`src/rtl/vga_timing_prog.sv`:
```
// Runtime-programmable VGA raster timing generator with a shadowed mode register
// set that is only applied at the frame boundary.
module vga_timing_prog #(
    parameter int unsigned W     = 12,
    parameter int unsigned H_VIS = 1024,
    parameter int unsigned H_SS  = 1032,
    parameter int unsigned H_SE  = 1176,
    parameter int unsigned H_TOT = 1344,
    parameter int unsigned V_VIS = 768,
    parameter int unsigned V_SS  = 771,
    parameter int unsigned V_SE  = 777,
    parameter int unsigned V_TOT = 806,
    parameter bit          H_POL = 1'b0,
    parameter bit          V_POL = 1'b0
) (
    input  logic         clk,
    input  logic         rst_n,
    input  logic         cfg_wr,
    input  logic [W-1:0] cfg_h_vis,
    input  logic [W-1:0] cfg_h_ss,
    input  logic [W-1:0] cfg_h_se,
    input  logic [W-1:0] cfg_h_tot,
    input  logic [W-1:0] cfg_v_vis,
    input  logic [W-1:0] cfg_v_ss,
    input  logic [W-1:0] cfg_v_se,
    input  logic [W-1:0] cfg_v_tot,
    input  logic         cfg_hpol,
    input  logic         cfg_vpol,
    output logic         cfg_pending,
    output logic         cfg_err,
    output logic [W-1:0] hdata,
    output logic [W-1:0] vdata,
    output logic         hsync,
    output logic         vsync,
    output logic         de,
    output logic         line_start,
    output logic         frame_start
);

    typedef struct packed {
        logic [W-1:0] hvis, hss, hse, htot;
        logic [W-1:0] vvis, vss, vse, vtot;
        logic         hpol, vpol;
    } mode_t;

    localparam logic [W-1:0] ONE = W'(1);
    localparam mode_t P_MODE = '{
        hvis: W'(H_VIS), hss: W'(H_SS), hse: W'(H_SE), htot: W'(H_TOT),
        vvis: W'(V_VIS), vss: W'(V_SS), vse: W'(V_SE), vtot: W'(V_TOT),
        hpol: H_POL, vpol: V_POL
    };

    mode_t        act, pend, cfg, act_nxt;
    logic [W-1:0] h_nxt, v_nxt;
    logic         started, wrap, cfg_ok;

    // hdata/vdata double as the raster counters; 'started' makes the first
    // edge after reset present (0,0) instead of advancing.
    always_comb begin
        cfg = '{
            hvis: cfg_h_vis, hss: cfg_h_ss, hse: cfg_h_se, htot: cfg_h_tot,
            vvis: cfg_v_vis, vss: cfg_v_ss, vse: cfg_v_se, vtot: cfg_v_tot,
            hpol: cfg_hpol, vpol: cfg_vpol
        };
        cfg_ok = (cfg.hvis != '0) && (cfg.hvis <= cfg.hss) && (cfg.hss < cfg.hse) &&
                 (cfg.hse <= cfg.htot) &&
                 (cfg.vvis != '0) && (cfg.vvis <= cfg.vss) && (cfg.vss < cfg.vse) &&
                 (cfg.vse <= cfg.vtot);

        wrap  = started && (hdata == act.htot - ONE) && (vdata == act.vtot - ONE);
        h_nxt = '0;
        v_nxt = '0;
        if (started) begin
            if (hdata == act.htot - ONE) begin
                v_nxt = (vdata == act.vtot - ONE) ? '0 : vdata + ONE;
            end else begin
                h_nxt = hdata + ONE;
                v_nxt = vdata;
            end
        end
        // Position (0,0) of a new frame is decoded with the incoming set
        act_nxt = (wrap && cfg_pending) ? pend : act;
    end

    always_ff @(posedge clk or negedge rst_n) begin
        if (!rst_n) begin
            act         <= P_MODE;
            pend        <= P_MODE;
            started     <= 1'b0;
            cfg_pending <= 1'b0;
            cfg_err     <= 1'b0;
            hdata       <= '0;
            vdata       <= '0;
            hsync       <= ~H_POL;
            vsync       <= ~V_POL;
            de          <= 1'b0;
            line_start  <= 1'b0;
            frame_start <= 1'b0;
        end else begin
            started     <= 1'b1;
            act         <= act_nxt;
            cfg_err     <= cfg_wr && !cfg_ok;
            if (cfg_wr && cfg_ok) begin
                pend        <= cfg;
                cfg_pending <= 1'b1;
            end else if (wrap) begin
                cfg_pending <= 1'b0;
            end
            hdata       <= h_nxt;
            vdata       <= v_nxt;
            de          <= (h_nxt < act_nxt.hvis) && (v_nxt < act_nxt.vvis);
            hsync       <= ((h_nxt >= act_nxt.hss) && (h_nxt < act_nxt.hse)) ?
                           act_nxt.hpol : ~act_nxt.hpol;
            vsync       <= ((v_nxt >= act_nxt.vss) && (v_nxt < act_nxt.vse)) ?
                           act_nxt.vpol : ~act_nxt.vpol;
            line_start  <= (h_nxt == '0);
            frame_start <= (h_nxt == '0) && (v_nxt == '0);
        end
    end

endmodule

```
`config.mk`:
```
export PLATFORM = sky130hd
export DESIGN_NAME = vga_timing_prog
export DESIGN_NICKNAME = d
export VERILOG_FILES = /design/src/rtl/vga_timing_prog.sv
export SDC_FILE = /design/constraint.sdc
export NUM_CORES = 1
export LEC_CHECK = 0
export BUFFER_PORTS_ARGS = -buffer_cell sky130_fd_sc_hd__clkbuf_2
export CAP_MARGIN = 20
export CORE_MARGIN = 3
export CORE_UTILIZATION = 55
export DETAILED_ROUTE_END_ITERATION = 6
export GPL_TIMING_DRIVEN = 0
export PLACE_DENSITY = 0.83
export SLEW_MARGIN = 10
export SYNTH_ARGS = -nofsm -noshare
export SYNTH_HDL_FRONTEND = slang
export SYNTH_SLANG_ARGS = --single-unit
```
`constraint.sdc`:
```
create_clock -name clk -period 5.6 [get_ports clk]
set_input_delay 1.12 -clock clk [delete_from_list [all_inputs] [get_ports clk]]
set_output_delay 1.12 -clock clk [all_outputs]
set_load 0.02 [all_outputs]
```
Word-level counts from Yosys, hierarchy flattened

Cells that the tools add are included.

Mux-type cells: 10
Shift operators: 0
Bitwise logic cells: 2
Add/subtract/negate cells: 4
Div/mod/pow operators: 0
Multipliers: 0
Reductions and logical operators: 22
Magnitude comparators: 12
Equality and inequality tests: 2

Operators by type and width:

| kind                  | number |
|---|---|
| $mux 98               | 1 |
| $lt 12x12->1          | 6 |
| $mux 12               | 5 |
| $le 12x12->1          | 4 |
| $add 12x1->12 const B | 2 |
| $eq 12x12->1          | 2 |
| $ge 12x12->1          | 2 |
| $logic_not 12->1      | 2 |
| $reduce_bool 12->1    | 2 |
| $sub 12x1->12 const B | 2 |
| $logic_and 1x1->1     | 16 |
| $mux 1                | 4 |
| $not 1->1             | 2 |
| $reduce_bool 2->1     | 1 |
| $logic_not 1->1       | 1 |

Memories kept: 0
Word-level logic and storage cells: 82
RAM bits: 0
Register bits after elaboration: 228
Bits in latches: 0
ROM bits: 0
Output and inout bits: 31

Logic depth before layout (Yosys ltp)

Gate-level depths: netlist (run 1).

Depth after elaboration: 10
Gate-level depth with buffers: 23
Depth with buffers taken out: 22

Least setup slack after synthesis (run 1)

Ideal clock, no wire load.

Path kind: reg-to-reg
From: reg act[50] (netlist bit)
To: reg vsync
Data required time: 5.509 ns
Stages on the path, launching flop included: 23
Setup time: 0.091 ns
Setup slack: 0.577 ns
Data arrival time: 4.931 ns
Clock period less this slack: 5.023 ns
Path through: dfrtp_1 inv_1 ha_1 or4b_4 nor4_1 nor2_1 a2111oi_4 nand3_4 nor3_4 buf_2 buf_2 mux2_2 ha_1 nand2b_1 a21o_1 a21oi_1 o21ai_0 a211o_1 a221oi_1 nor3_1 a21boi_0 o31ai_1 nand4b_1

RTL lines:

| element                | RTL line | source |
|---|---|---|
| from (decl)            | 53       | `mode_t act, pend, cfg, act_nxt;` |
| from (signal assigned) | 101      | `act <= act_nxt;` |
| to (signal assigned)   | 95       | `vsync <= ~V_POL;` |
| to (signal assigned)   | 114      | `vsync <= ((v_nxt >= act_nxt.vss) && (v_nxt < act_nxt.vse)) ?` |
| to (decl)              | 34       | `output logic vsync,` |

==> results of run 1 <==
sequential cells by signal, indices dropped and copies added (netlist names):
signal / cells
cfg_pending: 1
pend: 98
started: 1
vdata: 12
act: 98
cfg_err: 1
hdata: 12
de: 1
hsync: 1
frame_start: 1
line_start: 1
vsync: 1
worst register-to-register path, cell delays in order, from the launching register on:
cell       delay, ns
dfrtp_1         0.42
inv_1           0.13
ha_4            0.18
or4b_4          0.49
nor2_1          0.13
mux2i_1         0.13
a2111oi_4       0.47
nand3_4         0.19
nor3_4          0.31
buf_6           0.18
buf_6           0.18
mux2_2          0.37
ha_1            0.28
nand2b_1        0.14
a21oi_1         0.17
nor2b_1         0.06
o21ai_0         0.14
a21oi_1         0.08
o21ai_0         0.16
a21oi_1         0.10
o311a_1         0.35
o211ai_1        0.24
xor2_1          0.35
final timing paths:
| path | endpoint | slack [ns] | from | cells past startpoint |
|---|---|---|---|---|
| worst max-delay path | hsync | 0.22 | act[51] | 22 |
| worst min-delay path | act[70] | 0.49 | act[70] | 2 |
| worst max register to register | hsync | 0.22 | act[51] | 22 |
| worst min register to register | act[70] | 0.49 | act[70] | 2 |
| max in group asynchronous | act[96] | 4.16 | rst_n | 2 |
| min in group asynchronous | act[5] | 0.59 | rst_n | 1 |
timing repair:
item                                    4_1_cts  5_1_grt
gates resized for setup                       3       20
pin swaps                                     2        4
buffers inserted                              2        7
endpoints found under the setup margin        3        3
stage by stage:
step / cell area (um2) / total power, mW / utilization, % / setup slack [ns]
after floorplan: 13300 / 2.63 / - / 0.577
after global placement: 14400 / 2.84 / 60.8 / -0.884
after detailed placement: 14400 / 2.90 / 61.1 / -0.347
after CTS: 15300 / 4.58 / 64.7 / 0.0219
after global routing: 15400 / 4.75 / 65.2 / -0.0233
final: 15400 / 4.57 / 65.2 / 0.215
cell usage in the layout, fill, tap and decap left out, drive strengths merged, types with 15 or more instances in the layout:
cell type and count:
xor2 25, mux2 121, nand3 15, dfstp 52, nor2 66, ha 142, nor3 19, dfrtp 176
clkbuf 190, a21o 35, nor4 15, xnor2 30, nand2b 15, nand4 28, a21oi 40, mux2i 69
buf 25, o21ai 32, nand2 41, inv 159
routing by layer:
| layer | routed length, um | vias to the layer above | global-route usage (%) |
|---|---|---|---|
| li1 | - | 4644 | - |
| met1 | 15100 | 4890 | 36.3 |
| met2 | 15800 | 305 | 43.1 |
| met3 | 2280 | 72 | 4.18 |
| met4 | 924 | 0 | 7.67 |
| met5 | 0 | - | 0 |
Yosys cell counts (4+ instances only):
cell and count:
nor3_1 18, nor2_1 64, nand2_1 41, nor2b_1 13, dfstp_2 52, and3_1 10
mux2_2 121, nor3b_1 4, or3_1 8, nor4_1 14, mux2i_1 69, a21o_1 35
xnor2_1 30, inv_1 159, nand3_1 13, xor2_1 25, o21ai_0 32, nand2b_1 15
dfrtp_1 176, a21oi_1 39, buf_2 12, nand4_1 28, o211ai_1 9, ha_1 142
clkbuf_1 25
where the power goes:
part	switching, mW	internal [mW]	total (mW)
combinational	0.264	0.359	0.623
sequential	0.207	2.06	2.26
clock	0.661	1.02	1.68
kinds of logic after synthesis:
group                      count (synthesis)  share of synthesized area, %
and+or+nand+nor                          248                          9.99
xor gates and xnor gates                  55                          3.62
other                                      1                        0.0282
adders and majority gates                142                          13.4
AOI/OAI and AO/OA                        163                          8.37
DFF                                      228                          43.4
buffers and inverters                    199                          5.84
muxes                                    190                          15.4
layout make-up:
cell class,count,area [um2],area share (%)
multi-input cells,799,6810,44.2
flip-flops and latches,228,5770,37.5
repair buffers,142,787,5.11
clock buffers,34,709,4.61
inverters,159,597,3.88
well taps,319,399,2.59
plain buffers,39,194,1.26
clock inverters,10,125,0.813
==> results.cfg, run 1 <==
[floorplanning]
rows = 56
initial_core_util_pct = 56.3
ios = 132
dieArea_um2 = 26100
die_w_um = 162
coreArea_um2 = 23600
dieHeight_um = 162

[drt]
drtIter0Drc = 678
route.detailed.drc = 0
dr.pass1.iters = 5
ant_nets = 0
wirelength_um = 34000
viasPerCell = 5.73
wl_per_cell_um = 19.7
num_vias = 9911

[power]
power_density_nw_per_um2 = 297
leakage_nw = 8.14
worst_ir_drop_vdd_v = 0.000189

[setup_path]
path_common_cell = a21oi_1
critPathArrivalTime_ns = 5.78
path_class = reg2reg
cp_max_fo = 10
worstPathRequired_ns = 6.00
cp-start-kind = register
cp_cell_sequence = inv_1, ha_4, or4b_4, nor2_1, mux2i_1, a2111oi_4, nand3_4, nor3_4, buf_6, buf_6, mux2_2, ha_1, nand2b_1, a21oi_1, nor2b_1, o21ai_0, a21oi_1, o21ai_0, a21oi_1, o311a_1, o211ai_1, xor2_1
worst_path_max_delay_cell = or4b_4
crit_buf_inv = 3
crit_family = compound AO/OA/AOI/OAI gates
cp-end-kind = register
critPathMaxStageDelay_ns = 0.49

[grt]
grt_pass1_vias = 10300
grt_use_total_pct = 26.3
grt_overflow = 0
grt_pass1_wl_um = 54600
grt_max_degree = 82
antenna_found_initial = 0

[layout]
diodes = 0
drive_above_1_share_pct = 27.9
fin_cells = 1730
n_fill_cell = 1804
syn_to_final_growth_pct = 15.7
nNetsFinal = 1636

[run_status]
status = finished clean

[synth]
synth_area_leader_cell = dfrtp_1
ys_types = 71
synth_ff_type = dfrtp_1
synth_edf_count = 0
yosys.area.top_type_share_pct = 33.1
yosysWarnings = 0
ys_top_cells_by_area = dfrtp_1 33%, ha_1 13%, dfstp_2 10%
ys_ff_latch = 228
syn_area_um2 = 13300
yosysSeqAreaShare_pct = 43.4
synth_nets = 1469
syn_inst = 1226
avgSynthCellArea_um2 = 10.9
synthArstFlopShare_pct = 100

[timing]
slew_headroom_pct = 41.9
layout_min_cycle_time_ns = 5.38
hold_viol = 0
tns_ns = 0
clock_skew_ns = 0.00928
fmaxAchievable_mhz = 186
final.period_utilization_pct = 96.2
setup_viol = 0
finalMaxSlewViolations = 0
holdWs_ns = 0.494
tightest_slew_ns = 0.871

[clock_network]
cts_buffers = 24
clk_path_buf_depth = 3
ctsHoldBuffers = 0
clk_pin_slew_ns = 0.06
tritoncts = yes
htreeDepth = 1
clkLatencyLatePin_ns = 0.52
cts.sinks = 228
root_buffer = clkbuf_16

[placed_design]
dp_hpwl_um = 25900
place_congestion = 0.897
dp.cells = 1678
io_buffers = 131

[run]
drv_cap = 0

[worst_hold_path]
min_path_type = reg2reg
No activity file was read; power rests on OpenSTA's default activity.
==> run 2: changes to the inputs <==
--- a/config.mk
+++ b/config.mk
@@ -11,7 +11,7 @@
 export CORE_UTILIZATION = 55
 export DETAILED_ROUTE_END_ITERATION = 6
 export GPL_TIMING_DRIVEN = 0
-export PLACE_DENSITY = 0.83
+export PLACE_DENSITY_LB_ADDON = 0.3
 export SLEW_MARGIN = 10
 export SYNTH_ARGS = -nofsm -noshare
 export SYNTH_HDL_FRONTEND = slang
==> results.cfg, run 2 (synthesis gave the netlist of run 1 again) <==
[placed_design]
dpl_worst_slack_ns = -0.484
io_buffers = 131
dp_hpwl_um = 26000
place_congestion = 0.880

[floorplanning]
coreArea_um2 = 23600
initial_core_util_pct = 56.3
dieArea_um2 = 26100
rows = 56
ios = 132
die_w_um = 162
dieHeight_um = 162

[setup_path]
critPathMaxStageDelay_ns = 0.50
path_class = reg2reg
path_common_cell = buf_6
crit_buf_inv = 3
cp_cell_sequence = inv_1, ha_4, or4b_4, nor2_1, mux2i_1, a2111oi_4, nand3_4, nor3_4, buf_6, buf_6, mux2_2, ha_1, nand2b_1, a21o_1, a21oi_2, o21ai_0, a211o_1, a221oi_2, nor3_1, a21boi_0, o31ai_1, nand4b_1
crit_family = compound AO/OA/AOI/OAI gates
cp-start-kind = register
cp-end-kind = register
worstPathRequired_ns = 6.03
cp_max_fo = 10
critPathArrivalTime_ns = 5.76
worst_path_max_delay_cell = or4b_4

[drt]
num_vias = 9725
wl_per_cell_um = 19.4
viasPerCell = 5.62
route.detailed.drc = 0
ant_nets = 0
drtIter0Drc = 601
wirelength_um = 33500
dr.pass1.iters = 4

[layout]
finish.utilization_pct = 65.1
final_common_cell = dfrtp_1
diodes = 0
syn_to_final_growth_pct = 15.5
top_regs = act: 98 flops, pend: 98 flops
drive_above_1_share_pct = 27.5
final_cell_mix = 175 x dfrtp_1, 159 x inv_1, 141 x ha_1
nNetsFinal = 1635

[timing]
tightest_slew_ns = 0.823
rsz0062_at_grt = false
finalMaxSlewViolations = 0
holdWs_ns = 0.482
layout_min_cycle_time_ns = 5.33
setup_viol = 0
fmaxAchievable_mhz = 188
clock_skew_ns = 0.00750
final.setup.worst_slack_ns = 0.271
hold_viol = 0
tns_ns = 0
slew_headroom_pct = 45.1
final.period_utilization_pct = 95.2

[grt]
grt_pass1_wl_um = 53400
antenna_found_initial = 0
grt_pass1_vias = 9942
grt_use_total_pct = 25.9
grt_overflow = 0
grt_max_degree = 106

[power]
leakage_nw = 8.10
power_density_nw_per_um2 = 292
power.total_mw = 4.49
worst_ir_drop_vdd_v = 0.000199

[clock_network]
clk_path_buf_depth = 3
cts.sinks = 228
clk_pin_slew_ns = 0.06
cts_buffers = 25
tritoncts = yes
ctsHoldBuffers = 0
htreeDepth = 1
clkLatencyLatePin_ns = 0.52
root_buffer = clkbuf_16

[run]
drv_cap = 0

[worst_hold_path]
min_path_type = reg2reg

[run_status]
status = finished clean
run 2: per-stage QoR:
stage,cell area (um2),instances
2_1_floorplan,13300,1226
3_3_place_gp,14400,1676
3_5_place_dp,14400,1678
4_1_cts,15300,1724
5_1_grt,15400,1730
6_report,15400,1730
run 2: worst paths after layout:
path,cells past startpoint,to,start,slack [ns]
max in group asynchronous,3,act[96],rst_n,3.80
worst min-delay path,2,act[89],act[89],0.48
min in group asynchronous,1,vdata[5],rst_n,0.56
worst min register to register,2,act[89],act[89],0.48
worst max-delay path,22,vsync,act[50],0.27
worst max register to register,22,vsync,act[50],0.27
run 2: what timing repair did:
action | in CTS | in global routing
cloned | 0 | 0
pin swaps | 2 | 4
setup buffers | 1 | 6
setup endpoints to repair | 3 | 3
resized for setup | 4 | 17
run 2: final cells by class:
type,instances,area [um2]
timing repair buffer,140,776
clock buffer,40,752
sequential,228,5770
inverter,159,597
tap,319,399
clock inverter,6,67.6
multi-input combinational,799,6810
fill,1892,8250
buffer,39,194
run 2: power breakdown:
| group | leakage (nW) | internal [mW] | total [mW] | switching, mW |
|---|---|---|---|---|
| combinational | 4.84 | 0.358 | 0.622 | 0.264 |
| sequential | 2.87 | 2.06 | 2.25 | 0.188 |
| clock | 0.395 | 0.966 | 1.62 | 0.653 |
run 2: worst register-to-register path: stages, from the launching register on:
cell       delay (ns)
dfrtp_2          0.45
inv_1            0.13
ha_4             0.18
or4b_4           0.50
nor2_1           0.14
mux2i_1          0.13
a2111oi_4        0.48
nand3_4          0.19
nor3_4           0.30
buf_6            0.18
buf_6            0.19
mux2_2           0.38
ha_1             0.29
nand2b_1         0.14
a21o_1           0.18
a21oi_2          0.16
o21ai_0          0.12
a211o_1          0.31
a221oi_2         0.30
nor3_1           0.10
a21boi_0         0.16
o31ai_1          0.09
nand4b_1         0.14
run 2: routing by layer:
metal	wire (um)	track usage [%]	share of wire, %
met1	15100	36.1	45
met2	15900	42.8	47
met3	1650	3.54	4.9
met4	843	7.08	2.5
met5	0	0	0
==> run 3: changes to the inputs <==
--- a/config.mk
+++ b/config.mk
@@ -12,6 +12,7 @@
 export DETAILED_ROUTE_END_ITERATION = 6
 export GPL_TIMING_DRIVEN = 0
 export PLACE_DENSITY_LB_ADDON = 0.3
+export SETUP_SLACK_MARGIN = 0.4
 export SLEW_MARGIN = 10
 export SYNTH_ARGS = -nofsm -noshare
 export SYNTH_HDL_FRONTEND = slang
==> results.cfg, run 3 (synthesis gave the netlist of run 1 again) <==
[run_status]
status = finished clean

[grt]
met2_usage_pct = 43.4
grt_overflow = 0
antenna_found_initial = 0
grt_pass1_wl_um = 53600
grt_util_met1_pct = 36.1
grt_max_degree = 106
gr-usage-met3_pct = 3.69
grt_use_total_pct = 26.0
busiest_layer = met2
grt_pass1_vias = 9957

[drt]
wirelength_um = 33800
route.detailed.drc = 0
viasPerCell = 5.64
num_vias = 9819
wl_per_cell_um = 19.4
drtIter0Drc = 643
dr.pass1.iters = 5
ant_nets = 0

[layout]
final_common_cell = dfrtp_1
diodes = 0
top_regs = act: 98 flops, pend: 98 flops
n_fill_cell = 1863
final_cell_mix = 175 x dfrtp_1, 157 x inv_1, 141 x ha_1
finish.utilization_pct = 65.8
drive_above_1_share_pct = 29.3
nNetsFinal = 1646
syn_to_final_growth_pct = 16.9

[setup_path]
rrSetupSlack_ns = 0.58
path_class = reg2reg
cp_cell_sequence = buf_4, or4_4, or4_4, a211oi_2, a311o_2, nand3_4, or3_1, buf_6, xor2_1, nor2_1, ha_1, nand2_1, o21ai_1, a211o_1, a221oi_2, nor3_2, a21boi_2, o31ai_1, nand4b_1
worst_path_max_delay_cell = nor2_1
cp_max_fo = 6
rr_startpoint = act[50]
worstPathRequired_ns = 6.04
r2r_cells = 19
cp-end-kind = register
path_common_cell = or4_4
critPathArrivalTime_ns = 5.45
cp-start-kind = register
r2r-end = vsync
critPathMaxStageDelay_ns = 0.61

[worst_hold_path]
min_from = act[89]
hold_path_end = act[89]
min_path_type = reg2reg
hold_depth = 2

[power]
power_density_nw_per_um2 = 289
leakage_nw = 8.17
worst_ir_drop_vdd_v = 0.000207
power.total_mw = 4.49

[floorplanning]
die_w_um = 162
coreArea_um2 = 23600
initial_core_util_pct = 56.3
rows = 56
ios = 132
dieArea_um2 = 26100
dieHeight_um = 162

[timing]
rsz0062_at_grt = false
fmaxAchievable_mhz = 199
finalMaxSlewViolations = 0
final.period_utilization_pct = 89.6
tns_ns = 0
setup_viol = 0
layout_min_cycle_time_ns = 5.02
slew_headroom_pct = 44.5
hold_viol = 0
clock_skew_ns = 0.0132
tightest_slew_ns = 0.832

[run]
drv_cap = 0

[clock_network]
ctsHoldBuffers = 0
clkLatencyLatePin_ns = 0.53
tritoncts = yes
clk_path_buf_depth = 3
cts_buffers = 25
root_buffer = clkbuf_16
clk_pin_slew_ns = 0.06
htreeDepth = 1
cts.sinks = 228

[placed_design]
place_congestion = 0.880
io_buffers = 131
dp_hpwl_um = 26000
run 3: cell count changes in the layout (fill, tap and decap cells not counted), moves of 2 or more:
cell      previous run  this run
inv_1              159       157
nor3_2               0         2
buf_2                8         4
buf_4                7        18
inv_2                0         2
nor2_2               2         7
mux2i_2              0         3
clkbuf_4             1         3
nor3_1              18        16
mux2i_1             69        66
nor2_1              62        57
run 3: power by group:
part | internal, mW | total, mW | switching (mW)
Clock | 0.966 | 1.62 | 0.653
Combinational | 0.359 | 0.622 | 0.264
Sequential | 2.06 | 2.25 | 0.189
Total | 3.38 | 4.49 | 1.11
run 3: how the worst max path moves through the flow:
stage,from,end,slack (ns),depth (start not counted)
after floorplan,act[50],vsync,0.58,22
after global placement,rst_n,act[92],-0.98,1
final,act[50],vsync,0.58,19
after detailed placement,act[50],vsync,-0.48,22
after CTS,act[50],vsync,0.41,22
after global routing,act[50],vsync,0.37,22
run 3: cell type report:
type,instances,area [um2],share of cell area (%)
Buffer,40,231,1.49
Clock buffer,40,752,4.84
Clock inverter,6,67.6,0.435
Inverter,159,597,3.84
Multi-Input combinational cell,799,6880,44.2
Sequential cell,228,5770,37.1
Tap cell,319,399,2.57
Timing Repair Buffer,150,851,5.47
run 3: per-stage QoR:
step                      std cells  cell area, um2  hold slack (ns)  setup slack, ns
after global routing           1741           15500            0.512            0.367
after CTS                      1731           15300            0.486            0.410
after global placement         1676           14400            0.463           -0.976
after floorplan                1226           13300            0.442            0.577
final                          1741           15500            0.482            0.584
after detailed placement       1678           14400            0.461           -0.484
run 3: layer usage:
layer	up-vias	routed length, um	share of wire [%]
li1	4643	-	-
met2	269	16100	48
met4	0	791	2.3
met5	-	0	0
met3	51	1820	5.4
met1	4856	15100	45
run 3: critical path: cells and delay by family (launching register included):
family	cells	cell delay [ns]
AND/OR/NAND/NOR	8	2.37
flip-flops	1	0.42
adder cells (fa/ha/maj)	1	0.37
AO/OA/AOI/OAI	7	1.31
XOR/XNOR	1	0.14
buffers and inverters	2	0.30
run 3: what timing repair did:
action,CTS,global route
pin swaps,3,13
resized for setup,17,35
setup endpoints to repair,3,3
cloned,0,0
setup buffers,7,10
